**src/rtl/pipe_hazard_ctrl.sv**
```systemverilog
// Pipeline-control unit for the LC-3b pipelined datapath: per-register load enables, valid bits, bubbles,
// branch flush, load-use interlock and EX forwarding selects. Perf counters built only with PIPE_PERF_CNT_EN.
module pipe_hazard_ctrl #(
    parameter int NUM_REGS = 4,
    parameter int MEM_IDX  = 2,
    parameter int BR_IDX   = 3,
    parameter int REG_W    = 3,
    parameter int CNT_W    = 32
) (
    input  logic                clk,
    input  logic                reset_n,
    input  logic                imem_resp,
    input  logic                mem_stall,
    input  logic                branch_taken,
    input  logic [REG_W-1:0]    if_id_sr1,
    input  logic [REG_W-1:0]    if_id_sr2,
    input  logic                if_id_use1,
    input  logic                if_id_use2,
    input  logic [REG_W-1:0]    id_ex_dest,
    input  logic                id_ex_wr,
    input  logic                id_ex_is_load,
    input  logic [REG_W-1:0]    id_ex_sr1,
    input  logic [REG_W-1:0]    id_ex_sr2,
    input  logic [REG_W-1:0]    ex_mem_dest,
    input  logic [REG_W-1:0]    mem_wb_dest,
    input  logic                ex_mem_wr,
    input  logic                mem_wb_wr,
    output logic                load_pc,
    output logic                pc_redirect,
    output logic [NUM_REGS-1:0] load_reg,
    output logic [NUM_REGS-1:0] valid,
    output logic [1:0]          fwd_a_sel,
    output logic [1:0]          fwd_b_sel,
    output logic [CNT_W-1:0]    stall_cnt,
    output logic [CNT_W-1:0]    bubble_cnt,
    output logic [CNT_W-1:0]    flush_cnt
);

    logic [NUM_REGS-1:0] r_valid;
    logic [NUM_REGS-1:0] w_valid_nxt;
    logic [NUM_REGS-1:0] w_valid_prev;
    logic [NUM_REGS-1:0] w_load_reg;
    logic                w_br;
    logic                w_lu;

    function automatic logic [1:0] fwd_sel(
        input logic [REG_W-1:0] src,
        input logic             v_exmem,
        input logic             v_memwb
    );
        if (v_exmem && ex_mem_wr && (ex_mem_dest == src))
            return 2'd1;
        else if (v_memwb && mem_wb_wr && (mem_wb_dest == src))
            return 2'd2;
        else
            return 2'd0;
    endfunction

    assign w_br = branch_taken & r_valid[BR_IDX];
    assign w_lu = r_valid[1] & id_ex_is_load & id_ex_wr & r_valid[0] &
                  ((if_id_use1 & (if_id_sr1 == id_ex_dest)) |
                   (if_id_use2 & (if_id_sr2 == id_ex_dest)));

    assign w_valid_prev = {r_valid[NUM_REGS-2:0], 1'b0};

    // A taken branch always refetches, even over a memory stall or load-use hold.
    assign pc_redirect = w_br;
    assign load_pc     = w_br | (~mem_stall & ~w_lu & imem_resp);
    assign load_reg    = w_load_reg;
    assign valid       = r_valid;

    always_comb begin
        w_load_reg  = '1;
        w_valid_nxt = r_valid;
        for (int i = 0; i < NUM_REGS; i++) begin
            if (i > MEM_IDX + 1) begin
                w_valid_nxt[i] = w_valid_prev[i];
            end else if (i == MEM_IDX + 1) begin
                w_valid_nxt[i] = mem_stall ? 1'b0 : w_valid_prev[i];
            end else if (mem_stall) begin
                w_load_reg[i]  = 1'b0;
                w_valid_nxt[i] = r_valid[i];
            end else if (i == 0) begin
                w_load_reg[i]  = ~w_lu;
                w_valid_nxt[i] = w_lu ? r_valid[i] : imem_resp;
            end else if (i == 1) begin
                w_valid_nxt[i] = w_lu ? 1'b0 : w_valid_prev[i];
            end else begin
                w_valid_nxt[i] = w_valid_prev[i];
            end
            // Flush clears younger slots even when their load enable is low.
            if (w_br && (i < BR_IDX))
                w_valid_nxt[i] = 1'b0;
        end
    end

    always_ff @(posedge clk or negedge reset_n) begin
        if (!reset_n)
            r_valid <= '0;
        else
            r_valid <= w_valid_nxt;
    end

    assign fwd_a_sel = fwd_sel(id_ex_sr1, r_valid[2], r_valid[3]);
    assign fwd_b_sel = fwd_sel(id_ex_sr2, r_valid[2], r_valid[3]);

`ifdef PIPE_PERF_CNT_EN
    logic [CNT_W-1:0] r_stall_cnt;
    logic [CNT_W-1:0] r_bubble_cnt;
    logic [CNT_W-1:0] r_flush_cnt;
    logic             w_stall_ev;
    logic             w_bubble_ev;

    function automatic logic [CNT_W-1:0] sat_inc(input logic [CNT_W-1:0] v, input logic en);
        if (en && (v != {CNT_W{1'b1}}))
            return v + {{(CNT_W-1){1'b0}}, 1'b1};
        else
            return v;
    endfunction

    assign w_stall_ev  = mem_stall | w_lu;
    assign w_bubble_ev = ~w_br & ~mem_stall & ~w_lu & ~imem_resp;

    always_ff @(posedge clk or negedge reset_n) begin
        if (!reset_n) begin
            r_stall_cnt  <= '0;
            r_bubble_cnt <= '0;
            r_flush_cnt  <= '0;
        end else begin
            r_stall_cnt  <= sat_inc(r_stall_cnt, w_stall_ev);
            r_bubble_cnt <= sat_inc(r_bubble_cnt, w_bubble_ev);
            r_flush_cnt  <= sat_inc(r_flush_cnt, w_br);
        end
    end

    assign stall_cnt  = r_stall_cnt;
    assign bubble_cnt = r_bubble_cnt;
    assign flush_cnt  = r_flush_cnt;
`else
    assign stall_cnt  = '0;
    assign bubble_cnt = '0;
    assign flush_cnt  = '0;
`endif

endmodule

```
**config.mk**
```make
export PLATFORM = sky130hd
export DESIGN_NAME = pipe_hazard_ctrl
export DESIGN_NICKNAME = d
export VERILOG_FILES = /design/src/rtl/pipe_hazard_ctrl.sv
export SDC_FILE = /design/constraint.sdc
export NUM_CORES = 1
export LEC_CHECK = 0
export BUFFER_PORTS_ARGS = -buffer_cell sky130_fd_sc_hd__buf_2
export CAP_MARGIN = 25
export CORE_MARGIN = 2
export CORE_UTILIZATION = 34
export CTS_BUF_LIST = sky130_fd_sc_hd__clkbuf_4
export CTS_CLUSTER_DIAMETER = 80
export DETAILED_ROUTE_END_ITERATION = 10
export GPL_TIMING_DRIVEN = 0
export PLACE_DENSITY = 0.84
export SYNTH_ARGS = -nofsm -noshare
export SYNTH_HDL_FRONTEND = slang
export SYNTH_SLANG_ARGS = --single-unit
```
**constraint.sdc**
```tcl
create_clock -name clk -period 1.2 [get_ports clk]
set_input_delay 0.12 -clock clk [delete_from_list [all_inputs] [get_ports clk]]
set_output_delay 0.12 -clock clk [all_outputs]
set_load 0.005 [all_outputs]
```
==> results.sh <==
export IMPL_crit_end="fwd_b_sel[1]"
export IMPL_wl_per_cell_um=7.54
export IMPL_dp_hpwl_um=2470
export IMPL_power_frac_seq=0.185
export IMPL_num_vias=1107
export IMPL_status="complete, but fails checks"
export IMPL_met2_usage=0.261
export IMPL_r2r_end="valid[0]$_DFFE_PN0P_"
export IMPL_path_clk_slew_ps=40
export IMPL_postSynthAreaPerCell_um2=7.86
export IMPL_groute_layer_met1_usage=0.112
export IMPL_power_switching_uw=356
export IMPL_reg2reg_from="valid[0]$_DFFE_PN0P_"
export IMPL_finalMaxSlewViolations=0
export IMPL_r2r_cells=5
export IMPL_synth_edf_count=0
export IMPL_htree_levels=1
export IMPL_detail_route_antenna_nets=0
export IMPL_crit_type="reg2out"
export IMPL_drc=0
export IMPL_post_route_period_util=1.11
export IMPL_r2r_slack_ps=90
export IMPL_swShare=0.352
export IMPL_viasPerCell=3.19
export IMPL_drt_iter0_markers=8
export IMPL_port_buffers=44
export IMPL_numCtsBuffers=3
export IMPL_violations="setup timing"
export IMPL_routed_wl_um=2620
export IMPL_pwr_density_cell_nw_per_um2=524
export IMPL_die_w_um=62.9
export IMPL_vdd_drop_max_mv=0.401
export IMPL_ios=142
export IMPL_ys_seq_elements=4
export IMPL_initial_core_util=0.353
export IMPL_cts_root_to_sink_buffers=2
export IMPL_grt_ovfl_total=0
export IMPL_p_comb_frac=0.645
export IMPL_end_kind="primary output"
export IMPL_antenna_found_initial=0
export IMPL_crit_fanout=2
export IMPL_tns_ps=-331
export IMPL_synthCells=150
export IMPL_area_delta_synth_final_pct=64.0
export IMPL_synthSimpleGateAreaFrac=0.118
export IMPL_seq_area_frac_synth=0.0849
export IMPL_grt_met3_usage=0.0450
export IMPL_crit_start="valid[2]$_DFFE_PN0P_"
export IMPL_clockRootBuffer="clkbuf_4"
export IMPL_largest_reg_flops=4
export IMPL_synthArstFlopShare=1.00
export IMPL_fmaxAchievable_ghz=0.750
export IMPL_drive_above_1_share=0.535
export IMPL_cts_tree="built"
export IMPL_routabilityCongestion=0.733
export IMPL_synth_largest_area_cell="buf_4"
export IMPL_first_pass_iters=2
export IMPL_die_h_um=62.9
export IMPL_p_leak_uw=0.00126
export IMPL_grt_max_degree=8
export IMPL_setup_viol=5
export IMPL_fp_row_count=21
export IMPL_first_global_vias=1001
export IMPL_track_usage=0.130
export IMPL_grt_pass1_wl_um=4090
export IMPL_setup_slack_ps=-133
export IMPL_cp_start_kind="register"
export IMPL_synth_top_family_by_area="buffers and inverters"
export IMPL_fin_util=0.579
export IMPL_synthTopCellsByArea="buf_4 (62%), dfrtp_1 (8.5%), xor2_1 (7.4%)"
export IMPL_synthAdderAreaFrac=0
export IMPL_p_total_uw=1010
export IMPL_clock_sinks=4
export IMPL_synth_area_mux_share=0.00849
export IMPL_fillers=316
export IMPL_synth_compound_area_frac=0.0180
export IMPL_finalClockSkew_ps=3.01
export IMPL_hold_viol_final=0
export IMPL_ys_types=16
export IMPL_postPlaceCellArea_um2=1810
export IMPL_critical_path_required_ps=1080
export IMPL_grt_busiest_layer="met2"
export IMPL_worstPathArrival_ps=1210
export IMPL_ys_flop_type="dfrtp_1"
export IMPL_min_path_type="in2reg"
export IMPL_yosys_top_cells_count="buf_4 (98), xor2_1 (10), xnor2_1 (8)"
export IMPL_ys_warn_count=0
export IMPL_drv_cap=0
export IMPL_clk_latency_ps=240
export IMPL_n_antenna_cell=0
export IMPL_clock_power_share=0.170
export IMPL_stdcell_area_um2=1930
export IMPL_synth_top_area_frac=0.624
export IMPL_period_needed_ps=1330
export IMPL_nets=335
export IMPL_rsz0062_at_grt="yes"
export IMPL_coreArea_um2=3340
export IMPL_post_synth_top_count_cell="buf_4"
export IMPL_synth_area_um2=1180
export IMPL_p_int_uw=656
export IMPL_dieArea_um2=3950
export IMPL_synth_xor_area_frac=0.134
metrics by stage:
stage / setup slack [ps] / hold slack (ps) / std cells
2_1_floorplan: 160 / -176 / 245
3_3_place_gp: -3.78 / -72.9 / 335
3_5_place_dp: 2.78 / -71.2 / 335
4_1_cts: -127 / 130 / 344
5_1_grt: -236 / 149 / 347
6_report: -133 / 143 / 347
layout by cell type, fill, tap and decap left out:
cell / synthesis / final
a21oi_2: 1 / 1
buf_2: 0 / 44
buf_4: 98 / 106
clkbuf_4: 0 / 3
conb_1: 2 / 97
dfrtp_1: 4 / 4
dlygate4sd3_1: 0 / 1
inv_1: 2 / 2
mux2i_1: 1 / 1
nand2_1: 5 / 3
nand2_2: 0 / 2
nand3_1: 5 / 4
nand3_2: 0 / 1
nand4_1: 4 / 4
nor2_1: 2 / 2
nor2b_1: 2 / 2
nor4_2: 4 / 2
nor4_4: 0 / 2
o21a_1: 1 / 1
o21ai_1: 0 / 1
xnor2_1: 8 / 8
xor2_1: 10 / 10
routing by layer:
layer / vias up / part of all wire / routed length, um
li1: 580 / - / -
met1: 436 / 0.31 / 816
met2: 87 / 0.55 / 1430
met3: 4 / 0.13 / 339
met4: 0 / 0.012 / 31
met5: - / 0 / 0
area by class of cell:
cell class / count / area, um^2 / area share
buffer: 98 / 736 / 0.381
multi-input combinational: 141 / 719 / 0.372
timing repair buffer: 53 / 290 / 0.150
sequential: 4 / 100 / 0.0518
tap: 46 / 57.6 / 0.0298
clock buffer: 3 / 22.5 / 0.0117
inverter: 2 / 7.51 / 0.00388
logic make-up (layout without fill, tap and decap cells):
family | count (synthesis) | in the layout
AOI/OAI and AO/OA | 3 | 3
xor gates and xnor gates | 18 | 18
buffers and inverters | 100 | 156
DFF | 4 | 4
muxes | 1 | 1
other | 2 | 97
and+or+nand+nor | 22 | 22
critical path, cell delays in order, from the launching register on:
cell	delay [ps]
dfrtp_1	390
nand2_2	110
buf_4	130
nor4_4	30
nor4_2	160
buf_2	160
power groups by stage:
stage	clock network [uW]	logic, uW	registers, uW
final	173	653	187
after global routing	183	725	190
after CTS	181	618	186
after detailed placement	0	548	195
after global placement	0	542	196
after floorplan	0	409	190
repair_timing:
action | 4_1_cts | 5_1_grt
endpoints found under the setup margin | 6 | 7
hold buffers | 1 | 0
buffers inserted | 5 | 3
endpoints found under the hold margin | 4 | 0
gates resized for setup | 5 | 1
pin swaps | 8 | 3
worst min-delay path by stage:
stage / slack (ps) / start / cells after the start / endpoint
finish: 140 / mem_stall / 2 / valid[3]$_DFF_PN0_
global route: 150 / mem_stall / 2 / valid[3]$_DFF_PN0_
CTS: 130 / mem_stall / 2 / valid[3]$_DFF_PN0_
detailed placement: -70 / reset_n / 1 / valid[2]$_DFFE_PN0P_
global placement: -70 / reset_n / 1 / valid[3]$_DFF_PN0_
floorplan: -180 / reset_n / 0 / valid[0]$_DFFE_PN0P_
Power figures use the tool's default switching activity.
